<file path="config.mk">
export PLATFORM = sky130hd
export DESIGN_NAME = xpt_itable_sequencer
export DESIGN_NICKNAME = d
export VERILOG_FILES = /design/src/rtl/xpt_itable_sequencer_pkg.sv /design/src/rtl/xpt_phase_counter.sv /design/src/rtl/xpt_itable_sequencer.sv
export SDC_FILE = /design/constraint.sdc
export NUM_CORES = 1
export LEC_CHECK = 0
export CAP_MARGIN = 25
export CORE_AREA = 2 2 53 55
export CTS_CLUSTER_SIZE = 10
export DETAILED_ROUTE_END_ITERATION = 8
export DIE_AREA = 0 0 55 57
export PLACE_DENSITY_LB_ADDON = 0.25
export SLEW_MARGIN = 20
export SYNTH_ARGS = -nofsm -noshare
export SYNTH_HDL_FRONTEND = slang
export SYNTH_SLANG_ARGS = --single-unit
export TNS_END_PERCENT = 20
</file>
<file path="constraint.sdc">
create_clock -name clk -period 1.6 [get_ports clk]
set_clock_uncertainty 0.2 [all_clocks]
set_input_delay 0.32 -clock clk [delete_from_list [all_inputs] [get_ports clk]]
set_output_delay 0.32 -clock clk [all_outputs]
set_load 0.02 [all_outputs]
</file>
<file path="src/rtl/xpt_itable_sequencer_pkg.sv">
// Shared constants for the XPT/ITABLE sequencer and the instruction-group decoders.
package xpt_itable_sequencer_pkg;

    localparam int unsigned XPT_W    = 4;
    localparam int unsigned ITABLE_W = 8;

    localparam logic [ITABLE_W-1:0] ITABLE_RESET_DEFAULT = 8'h00;

    // Named phases the decoders key their end-of-instruction strobes on
    localparam logic [XPT_W-1:0] XPT_PH3  = 4'd3;
    localparam logic [XPT_W-1:0] XPT_PH8  = 4'd8;
    localparam logic [XPT_W-1:0] XPT_PH9  = 4'd9;
    localparam logic [XPT_W-1:0] XPT_PH10 = 4'd10;

endpackage

</file>
<file path="src/rtl/xpt_phase_counter.sv">
// XPT phase register with registered complement; clear beats increment, reset beats both.
module xpt_phase_counter
    import xpt_itable_sequencer_pkg::*;
#(
    parameter int unsigned Width = XPT_W
) (
    input  logic             clk,
    input  logic             reset,
    input  logic             clear_i,
    input  logic             inc_i,
    output logic [Width-1:0] xpt_o,
    output logic [Width-1:0] not_xpt_o
);

    logic [Width-1:0] xpt_q, xpt_d;
    logic [Width-1:0] not_xpt_q;

    always_comb begin
        xpt_d = xpt_q;
        if (clear_i) begin
            xpt_d = '0;
        end else if (inc_i) begin
            xpt_d = xpt_q + 1'b1;
        end
    end

    always_ff @(posedge clk) begin
        if (reset) begin
            xpt_q     <= '0;
            not_xpt_q <= '1;
        end else begin
            xpt_q     <= xpt_d;
            not_xpt_q <= ~xpt_d;
        end
    end

    assign xpt_o     = xpt_q;
    assign not_xpt_o = not_xpt_q;

endmodule

</file>
<file path="src/rtl/xpt_itable_sequencer.sv">
// FETCH/EXEC sequencer driving XPT, ITABLE and enable into the decoder tree.
// Define XPT_WATCHDOG_EN to force a return to M1 and set seq_fault on a phase overrun.
module xpt_itable_sequencer
    import xpt_itable_sequencer_pkg::*;
#(
    parameter int unsigned                XPT_WIDTH    = XPT_W,
    parameter int unsigned                ITABLE_WIDTH = ITABLE_W,
    parameter logic [ITABLE_WIDTH-1:0]    ITABLE_RESET = ITABLE_RESET_DEFAULT
) (
    input  logic                    clk,
    input  logic                    reset,
    output logic                    fetch_req,
    input  logic                    fetch_valid,
    input  logic [ITABLE_WIDTH-1:0] fetch_data,
    input  logic                    stall,
    input  logic                    PR_Reset_XPT,
    input  logic                    P2_Reset_ITABLE,
    input  logic                    P2_Set_CM1,
    output logic                    enable,
    output logic [XPT_WIDTH-1:0]    XPT,
    output logic [XPT_WIDTH-1:0]    notXPT,
    output logic [ITABLE_WIDTH-1:0] ITABLE,
    output logic [ITABLE_WIDTH-1:0] notITABLE,
    output logic                    seq_fault
);

    localparam logic ST_FETCH = 1'b1;  // CM1 = 1
    localparam logic ST_EXEC  = 1'b0;

    logic                    cm1_q, cm1_d;
    logic [ITABLE_WIDTH-1:0] itable_q, itable_d;
    logic [ITABLE_WIDTH-1:0] not_itable_q;
    logic                    xpt_clr, xpt_inc;
    logic [XPT_WIDTH-1:0]    xpt;
    logic                    fault_q, fault_d;

    always_comb begin
        cm1_d    = cm1_q;
        itable_d = itable_q;
        xpt_clr  = 1'b0;
        xpt_inc  = 1'b0;
        fault_d  = fault_q;
        if (cm1_q == ST_FETCH) begin
            if (fetch_valid) begin
                itable_d = fetch_data;
                xpt_clr  = 1'b1;
                cm1_d    = ST_EXEC;
            end
        end else begin
            xpt_inc = ~stall;
            xpt_clr = PR_Reset_XPT;
            if (P2_Reset_ITABLE) itable_d = ITABLE_RESET;
            if (P2_Set_CM1)      cm1_d    = ST_FETCH;
`ifdef XPT_WATCHDOG_EN
            // Overrun: no decoder ended the instruction before the last phase
            if ((&xpt) && !stall && !PR_Reset_XPT) begin
                cm1_d    = ST_FETCH;
                xpt_clr  = 1'b1;
                itable_d = ITABLE_RESET;
                fault_d  = 1'b1;
            end
`endif
        end
    end

    always_ff @(posedge clk) begin
        if (reset) begin
            cm1_q        <= ST_FETCH;
            itable_q     <= ITABLE_RESET;
            not_itable_q <= ~ITABLE_RESET;
            fault_q      <= 1'b0;
        end else begin
            cm1_q        <= cm1_d;
            itable_q     <= itable_d;
            not_itable_q <= ~itable_d;
            fault_q      <= fault_d;
        end
    end

    xpt_phase_counter #(
        .Width (XPT_WIDTH)
    ) u_phase (
        .clk       (clk),
        .reset     (reset),
        .clear_i   (xpt_clr),
        .inc_i     (xpt_inc),
        .xpt_o     (xpt),
        .not_xpt_o (notXPT)
    );

    assign XPT       = xpt;
    assign fetch_req = cm1_q;
    assign enable    = ~cm1_q;
    assign ITABLE    = itable_q;
    assign notITABLE = not_itable_q;
`ifdef XPT_WATCHDOG_EN
    assign seq_fault = fault_q;
`else
    assign seq_fault = 1'b0;
`endif

endmodule

</file>
Word-level counts from Yosys, hierarchy flattened. Index checks and enable logic that the tools add are counted.

Flip-flop bits (word level): 25. Output and inout port bits: 27. Input port bits: 15. Word-level logic and storage cells: 21.

Multiplexer cells: 11. $add $sub $neg: 1. Bitwise logic cells: 4.

Operator list (number): two-way mux 8 bit (3); two-way mux 4 bit (2); NOT 8 bit (1); two-way mux 1 bit (6); adder 4 x 1 -> 4 bit, second input constant (1); NOT 4 bit (1); NOT 1 bit (2).

Logic depth before layout (Yosys ltp). Gate-level depths: netlist (run 1).

Depth after elaboration: 5. Gate-level depth with buffers: 5. Gate-level depth less buffers: 4.

Hierarchy. From an unflattened synthesis (run 1), not the netlist that was laid out.

Cell total of the unflattened synthesis: 90. Area, all modules: 968.4 sq um.

Modules (own cells, without submodules): xpt_itable_sequencer (cells an instance 65, seq. area each 340.3 sq um, area an instance 673.1 sq um, instances 1); xpt_phase_counter (cells an instance 25, seq. area each 160.2 sq um, area an instance 295.3 sq um, instances 1).

Worst setup path before layout (run 1). Ideal clock, no wire load.

Path type: register to register. From: reg u_phase.xpt_q[0] (netlist: u_phase.xpt_o[0]). To: reg u_phase.xpt_q[3] (netlist: u_phase.xpt_o[3]). Library setup time: 115 ps. Buffers on the path: 0. Cell stages (with the launch flop): 4. Setup slack: 155 ps. Data required time: 1285 ps. Arrival time: 1131 ps. Period minus slack after synthesis: 1445 ps. Path through: dfxtp_1 nand3_1 o31a_2 o21a_1.

Word-level cells in the longest chain between the ends: 3.

RTL lines: from (decl) (RTL line xpt_phase_counter.sv:15) `logic [Width-1:0] xpt_q, xpt_d;`; from (signal assigned) (RTL line xpt_phase_counter.sv:32) `xpt_q <= xpt_d;`; adder 4 x 1 -> 4 bit (RTL line xpt_phase_counter.sv:23) `xpt_d = xpt_q + 1'b1;`; two-way mux 4 bit (RTL line xpt_phase_counter.sv:22) `end else if (inc_i) begin`; two-way mux 4 bit (RTL line xpt_phase_counter.sv:20) `if (clear_i) begin`.

Every way passes these cells. A chain may end at the register's enable or synchronous reset.

Final worst setup path (run 1).
From: reg cm1_q (netlist: fetch_req). To: out enable.

Word-level cells in the longest chain between the ends: 1.

RTL lines: from (decl) (RTL line xpt_itable_sequencer.sv:30) `logic cm1_q, cm1_d;`; from (signal assigned) (RTL line xpt_itable_sequencer.sv:73) `cm1_q <= cm1_d;`; NOT 1 bit (RTL line xpt_itable_sequencer.sv:93) `assign enable = ~cm1_q;`; to (decl) (RTL line xpt_itable_sequencer.sv:19) `output logic enable,`.

Every way passes these cells.

==> summary.md, run 1 <==
| Metric | Value |
|---|---|
| Post-route ant nets | `0` |
| Fin area | `approximately 1500 um2` |
| Routed wire length per instance | `~12 um` |
| Grt ovf | `0` |
| Final Max Tran Viols | `0` |
| WHS | `just over 300 ps` |
| Routed WL | `roughly 2100 um` |
| Most frequent cell after synthesis | `dfxtp_1` |
| Rows | `19` |
| Cell area after synthesis | `roughly 1000 um2` |
| Crit path DAT | `approximately 1000 ps` |
| Share of cells above drive strength 1 | `around a quarter` |
| Clock sink count | `25` |
| Antenna cell count | `0` |
| Placement Cell Area | `about 1500 um2` |
| Post-Synth XOR/XNOR Area | `approximately 1.7%` |
| RSZ-0062 raised after global routing | `true` |
| Drt drc | `0` |
| TritonCTS buffer count | `3` |
| CTS tree | `done` |
| Gate Count Post-Synth | `98` |
| Post-Synth Adder-Cell Area | `approximately 1.2%` |
| Post-synthesis mux area share | `roughly 9.8%` |
| Initial Util | `between 30% and 40%` |
| Simple-Gate Fraction of Synth Area | `~17%` |
| Max-Cap Viols | `0` |
| WS Path Type | `flop to output pin` |
| Via-per-instance ratio | `between 4 and 5` |
| Combinational power share | `between 10% and 20%` |
| Yosys reg bits | `25` |
| Fin crit period | `around 1500 ps` |
| Clk pin slew, worst setup/hold paths | `roughly 150 ps` |
| Synth area leader | `dfxtp_1` |
| Pre-Repair DR Iteration Count | `4` |
| Largest net degree at the start of global routing | `16` |
| P_sw | `approximately 0.32 mW` |
| Drt initial violations | `7` |
| Ys Warns | `0` |
| Setup crit end kind | `output pin` |
| Switching share of power | `between 20% and 30%` |
| Layout area overhead | `43.1%` |
| Internal | `between 0.8 and 0.9 mW` |
| Async S/R FF share, synth | `0%` |
| Gr usage total | `roughly 16%` |
| Yosys cell types | `26` |
| FMAX | `between 600 and 700 MHz` |
| Via Count | `830` |
| Sequential power share | `between 50% and 60%` |
| Core footprint | `2620 um2` |
| Post-Layout Cell Count | `between 150 and 200` |
| DP Cell Count | `172` |
| Final setup fails | `0` |
| Placer's final routability congestion estimate | `0.633` |
| Synth cell count leaders | `dfxtp_1 (25), nand2_1 (16), a21o_1 (8), a21oi_1 (8), mux2_2 (8)` |
| Sequential share of the synthesized area | `between 40% and 50%` |
| Status | `complete, no violations` |
| Antenna violations before repair | `0` |
| Die ar. | `~3100 um2` |
| Synthesized area per cell | `between 10 and 15 um2` |
| Clock power frac | `around a quarter` |
| Port bufs | `40` |
| Global-route wire length before repair | `3660 um` |
| Vias in the first global route | `863` |
| Syn Nets | `around 110` |
| Fin crit share | `between 90% and 100%` |
| Primary FF master, synth | `dfxtp_1` |
| Largest family of logic cells by synthesized area | `simple AND/OR/NAND/NOR gates` |
| Clk_lat worst skew | `approximately 320 ps` |
| Post-synthesis compound-gate area fraction | `14.6%` |
| Die H | `57 um` |
| Post-DP HPWL | `around 1600 um` |
| Worst setup SP type | `flop` |
| Clock Tree Buf Depth | `2` |
| Root Driver | `clkbuf_4` |
| Final Hold Fails | `0` |
| Post-synth EDFFs | `0` |
| Maximum VDD drop | `between 0.5 and 0.6 mV` |
| Pwr dens | `just over 800 nW/um2` |
| Post-CTS setup buffers | `0` |
| Worst slack, placed | `-201 ps` |
| Crit path required time | `1080 ps` |
| Area share of the largest cell type after synthesis | `approximately half` |
| Synth top area cells | `dfxtp_1 (49%), mux2_2 (8.8%), a21o_1 (5.9%), nand2_1 (5.9%), a21oi_1 (3.9%)` |
| Largest fanout on the critical path | `4` |
| Min-delay worst type | `flop to flop` |
| Net count, final | `between 150 and 200` |
| LEAKAGE | `0.586 nW` |
| Ports | `42` |
| Final WS setup | `51.0 ps` |
| Htree depth | `1` |
| Die X | `55 um` |
==> registers in the layout, summed over array words and instances (netlist names) <==
register           flops
ITABLE                 8
fetch_req              1
notITABLE              8
u_phase.not_xpt_o      4
u_phase.xpt_o          4
==> critical path, cell delays in order, from the launching register on <==
cell,delay [ps]
dfxtp_2,390
inv_1,70
clkdlybuf4s15_2,250
==> metal layers <==
metal | up-vias | part of all wire, % | track usage (%)
li1 | 423 | - | -
met1 | 381 | 43 | 19.4
met2 | 24 | 50 | 26.4
met3 | 2 | 6.6 | 3.40
met4 | 0 | 0.86 | 6.27
met5 | - | 0 | 0
==> logic make-up (layout without fill, tap and decap cells) <==
group	count (synthesis)	count (layout)
simple gates	30	30
fa+ha+maj	1	1
other cells	1	1
flops	25	25
xor+xnor	2	2
mux	9	9
buf+inv	8	55
compound gates	22	22
==> power by group through the flow <==
| stage | clock network, mW | registers [mW] | logic, mW |
|---|---|---|---|
| finish | 0.287 | 0.665 | 0.229 |
| global placement | 0 | 0.679 | 0.247 |
| floorplan | 0 | 0.714 | 0.102 |
| detailed placement | 0 | 0.680 | 0.250 |
| global route | 0.326 | 0.671 | 0.250 |
| CTS | 0.301 | 0.666 | 0.233 |
==> stage by stage <==
step,TNS [ps],total power [mW],util [%]
2_1_floorplan,0,0.815,-
3_3_place_gp,-2730,0.926,56.1
3_5_place_dp,-3160,0.930,56.1
4_1_cts,0,1.20,56.3
5_1_grt,-22.2,1.25,55.9
6_report,0,1.18,55.9
==> final timing paths <==
check                              startpoint  cells after the start  slack [ps]                              end
setup / recovery         fetch_req$_SDFF_PP1_                      2          50                           enable
hold / removal           ITABLE[1]$_SDFF_PP0_                      2         300             ITABLE[1]$_SDFF_PP0_
setup reg to reg  u_phase.xpt_o[0]$_SDFF_PP0_                      5         200  u_phase.not_xpt_o[2]$_SDFF_PP1_
hold reg to reg          ITABLE[1]$_SDFF_PP0_                      2         300             ITABLE[1]$_SDFF_PP0_
==> layout by cell type, fill, tap and decap left out, drive strengths merged, types with 2 or more instances in the layout <==
master and instances:
clkdlybuf4s15 7, o21ai 2, clkbuf 7, buf 9
a21o 8, clkdlybuf4s50 14, xnor2 2, a21oi 8
nand3 2, nand2b 4, nand2 16, inv 2
dfxtp 25, nor2 5, dlygate4sd2 15, mux2 8
==> area by class of cell <==
type | instances | area [um2]
clock inverters | 1 | 7.51
well taps | 31 | 38.8
multi-input cells | 65 | 452
flip-flops and latches | 25 | 502
inverters | 2 | 7.51
clock buffers | 3 | 22.5
repair buffers | 49 | 432
fillers | 247 | 1150
==> what timing repair did <==
action	in CTS	in global routing
endpoints found under the hold margin	0	0
hold buffers	0	0
cloned	0	0
setup endpoints to repair	26	10
gates resized for setup	33	11
Power figures use the tool's default switching activity.
==> run 2, diff against run 1 <==
- SETUP_SLACK_MARGIN: default -> 0.1
==> run 2 against run 1 <==
  * Power up 0.22%
  * Via count up 0.24%
  * Wire length up 1.4%
  * Die area unchanged
  * Cell count unchanged
  * Cell area up 0.68%
  * Count of clock-buffer cells in the layout unchanged
  * Sequential share of layout area up 0.11 points
  * Combinational power about the same
  * Core utilization up 0.38 points
  * Largest cell class unchanged
  * Highest routed layer unchanged
==> summary.md, run 2 (synthesis results as in run 1) <==
| Metric | Value |
|---|---|
| Worst r2r path cells | `4` |
| Ports | `42` |
| Placer's final routability congestion estimate | `between 0.6 and 0.7` |
| Sequential power share | `~56%` |
| Die ar. | `3140 um2` |
| Crit path DAT | `around 970 ps` |
| Commonest cells after routing, fill and taps aside | `dfxtp_1 (20), nand2_1 (16), clkdlybuf4s50_1 (14)` |
| Family with the most delay on the worst path | `flip-flops` |
| Maximum VDD drop | `roughly 0.55 mV` |
| Grt ovf | `0` |
| Rows | `19` |
| Worst slack, placed | `-201 ps` |
| Routed wire length per instance | `between 10 and 15 um` |
| Gr usage total | `15.9%` |
| Clk pin slew, worst setup/hold paths | `150 ps` |
| Commonest non-fill, non-tap cell in the layout | `dfxtp_1` |
| Largest net degree at the start of global routing | `16` |
| CTS tree | `done` |
| Net count, final | `approximately 160` |
| Final setup fails | `0` |
| Max-Cap Viols | `0` |
| Crit-path cells | `clkdlybuf4s15_2` |
| Pre-Repair DR Iteration Count | `4` |
| Routed WL | `between 2000 and 2500 um` |
| Post-Layout Cell Count | `about 180` |
| Largest fanout on the critical path | `4` |
| FMAX | `673 MHz` |
| Setup crit end kind | `output pin` |
| RSZ-0062 raised after global routing | `true` |
| Fillcell total | `246` |
| Port bufs | `40` |
| Htree depth | `1` |
| Placement Cell Area | `1470 um2` |
| Switching share of power | `27.2%` |
| Crit path depth | `1` |
| Clock Tree Buf Depth | `2` |
| DP Cell Count | `~170` |
| Hold_buf cts | `0` |
| Status | `complete, no violations` |
| Layout area overhead | `44.1%` |
| Crit path required time | `around 1100 ps` |
| Fin area | `~1500 um2` |
| Min-delay worst type | `flop to flop` |
| Internal | `between 0.8 and 0.9 mW` |
| WHS Path Cells | `2` |
| Buffer and inverter count on the worst path | `1` |
| Clock sink count | `25` |
| Final WS setup | `around 110 ps` |
| Final Hold Fails | `0` |
| CP peak stage delay | `between 300 and 400 ps` |
| Antenna cell count | `0` |
| Die X | `~55 um` |
| Fin crit period | `between 1000 and 1500 ps` |
| Post-DP HPWL | `about 1600 um` |
| TritonCTS buffer count | `3` |
| Drt drc | `0` |
| Antenna violations before repair | `0` |
| Fin crit share | `between 90% and 100%` |
| Clk_lat worst skew | `320 ps` |
| Initial Util | `39.0%` |
| Root Driver | `clkbuf_4` |
| P_sw | `0.322 mW` |
| Pwr dens | `roughly 800 nW/um2` |
| Core footprint | `around 2600 um2` |
| Via Count | `between 800 and 900` |
| Combinational power share | `19.5%` |
| WS Path Type | `flop to output pin` |
| Worst setup SP type | `flop` |
| Die H | `57 um` |
| Global-route wire length before repair | `about 3700 um` |
| Pwr Total | `approximately 1.2 mW` |
| LEAKAGE | `just under 0.6 nW` |
| Clock power frac | `about a quarter` |
| Via-per-instance ratio | `roughly 4.7` |
| Final Max Tran Viols | `0` |
| Vias in the first global route | `between 800 and 900` |
| Share of cells above drive strength 1 | `between 30% and 40%` |
| Post-route ant nets | `0` |
| Slowest CP cell | `dfxtp_2` |
| Drt initial violations | `11` |
[run 2: changes by cell type in the layout (fill, tap and decap cells not counted), sizes merged]
cell           before  now
dlygate4sd2        15    3
clkdlybuf4s15       7   15
buf                 9   14
clkbuf              7    6
[run 2: final timing paths]
path / start / endpoint / slack (ps)
worst min-delay path: ITABLE[1]$_SDFF_PP0_ / ITABLE[1]$_SDFF_PP0_ / 300
worst max-delay path: u_phase.xpt_o[1]$_SDFF_PP0_ / XPT[1] / 110
worst max register to register: fetch_req$_SDFF_PP1_ / u_phase.not_xpt_o[1]$_SDFF_PP1_ / 180
worst min register to register: ITABLE[1]$_SDFF_PP0_ / ITABLE[1]$_SDFF_PP0_ / 300
[run 2: area by class of cell]
cell class	instances	area, um2	area share (%)
clock inverter	1	7.51	0.510
clock buffer	3	22.5	1.53
tap	31	38.8	2.64
timing repair buffer	49	437	29.7
multi-input combinational	65	452	30.7
inverter	2	7.51	0.510
sequential	25	507	34.4
[run 2: metrics by stage]
step | setup TNS, ps | util, % | hold WS (ps)
2_1_floorplan | 0 | - | 257
3_3_place_gp | -2730 | 56.1 | 277
3_5_place_dp | -3160 | 56.1 | 289
4_1_cts | 0 | 56.7 | 304
5_1_grt | 0 | 56.3 | 346
6_report | 0 | 56.3 | 301
[run 2: power groups by stage]
stage / combinational (mW) / sequential (mW) / clock [mW]
4_1_cts: 0.235 / 0.667 / 0.301
5_1_grt: 0.251 / 0.671 / 0.326
3_3_place_gp: 0.247 / 0.679 / 0
3_5_place_dp: 0.250 / 0.680 / 0
2_1_floorplan: 0.102 / 0.714 / 0
6_report: 0.231 / 0.666 / 0.287
[run 2: what timing repair did]
item | 4_1_cts | 5_1_grt
gates resized for setup | 72 | 5
pin swaps | 0 | 0
buffers inserted | 0 | 0
endpoints found under the setup margin | 26 | 24
[run 2: per-layer routing]
| layer | global-route usage, % | part of all wire [%] | up-vias |
|---|---|---|---|
| met2 | 26.9 | 50 | 24 |
| met1 | 19.2 | 42 | 382 |
| li1 | - | - | 424 |
| met3 | 3.40 | 6.4 | 2 |
| met5 | 0 | 0 | - |
| met4 | 6.27 | 0.85 | 0 |
==> RTL edit (config.mk and constraints of run 2) <==
The option `XPT_WATCHDOG_EN` is turned on by a define.
--- a/src/rtl/xpt_itable_sequencer.sv
+++ b/src/rtl/xpt_itable_sequencer.sv
@@ -2,2 +2,4 @@
 // Define XPT_WATCHDOG_EN to force a return to M1 and set seq_fault on a phase overrun.
+`define XPT_WATCHDOG_EN
+
 module xpt_itable_sequencer
Behaviour: same outputs for any inputs over 10 cycles, from zero or initial values and one cycle with reset high; that may be too few to reach the edited logic, so the function may still have changed.
==> RTL edit against run 2 <==
Sequential cell count up 1; area after synthesis down 9.7%; worst setup slack got worse by 0.096 ns; power grew 13%; routed wire length up 5.3%; final area up 3.1%; synthesized cell count shrank 16%; count of clock-buffer cells in the layout did not move.
==> RTL edit: results (changes against run 2) <==
[synthesis]
synth_common_cells = dfxtp_1, nor2_1, mux2i_1, nand2b_1, nand3_1
synth.net_count = 98  ; -14%
ys_top_cells_by_area = dfxtp_1, mux2i_1, nand2b_1
synth_seq_area_share = 0.564  ; +0.0743
synth_compound_area_frac = 0.0814  ; -0.0644
synth_cells = 82  ; -16%

[detailed_routing]
vias = 809  ; -2.8%
first_pass_iters = 2  ; -2
met1_length_um = 923  ; +2.3%
wl_met2_um = 1120  ; +5.2%
dr_wl_met3_um = 179  ; +31%
drt_iter0_drc = 8  ; -3
viasPerCell = 4.65  ; -1.6%

[critical_path]
crit_slowest_cell = dfxtp_4
crit_fanout = 8  ; +4

[pwr]
switching_power_uw = 310  ; -3.7%
pg_comb_uw = 217  ; -6%
irDropWorstVdd_uv = 405  ; -26%
finalPower_uw = 1340  ; +13%
seq-power_uw = 686  ; +3%
p_leak_uw = 0.000721  ; +23%

[grt]
met2_usage = 0.248  ; -0.0204
grt_pass1_vias = 779  ; -10%
met1_usage = 0.182  ; -0.0107
grt_usage = 0.145  ; -0.0139

[placed_design]
dp_hpwl_um = 1580  ; -2.5%
post-place-ws_ns = -0.291  ; -0.0906 ns
placed_area_sq_mm = 0.00146  ; -0.17%
place_congestion = 0.681  ; +7.6%
dp_cells = 165  ; -4.1%

[final_layout]
drive_gt1_frac = 0.469  ; +0.124
nets = 160  ; -1.2%

[hold_path]
hold_class = in2reg

[run_status]
status = complete, no violations

RTL edit: timing repair:
action | CTS | global route
setup buffers | 0 | 5
resized for setup | 65 | 50
pin swaps | 1 | 10
setup endpoints to repair | 48 | 50
hold buffers | 0 | 0
gates cloned | 0 | 0
hold endpoints to repair | 0 | 0
RTL edit: final timing paths:
| path | slack [ns] | cells past startpoint | from | end |
|---|---|---|---|---|
| setup / recovery | 0.02 | 6 | u_phase.xpt_o[1] | notITABLE[0] |
| hold / removal | 0.22 | 4 | PR_Reset_XPT | u_phase.not_xpt_o[2] |
| setup reg to reg | 0.02 | 6 | u_phase.xpt_o[1] | notITABLE[0] |
| hold reg to reg | 0.29 | 2 | seq_fault | seq_fault |
RTL edit: layout make-up:
cell class | instances | area (sq um)
fill | 247 | 1100
sequential | 26 | 533
multi-input combinational | 54 | 452
timing repair buffer | 58 | 438
tap | 31 | 38.8
clock inverter | 1 | 30.0
clock buffer | 3 | 22.5
inverter | 1 | 3.75
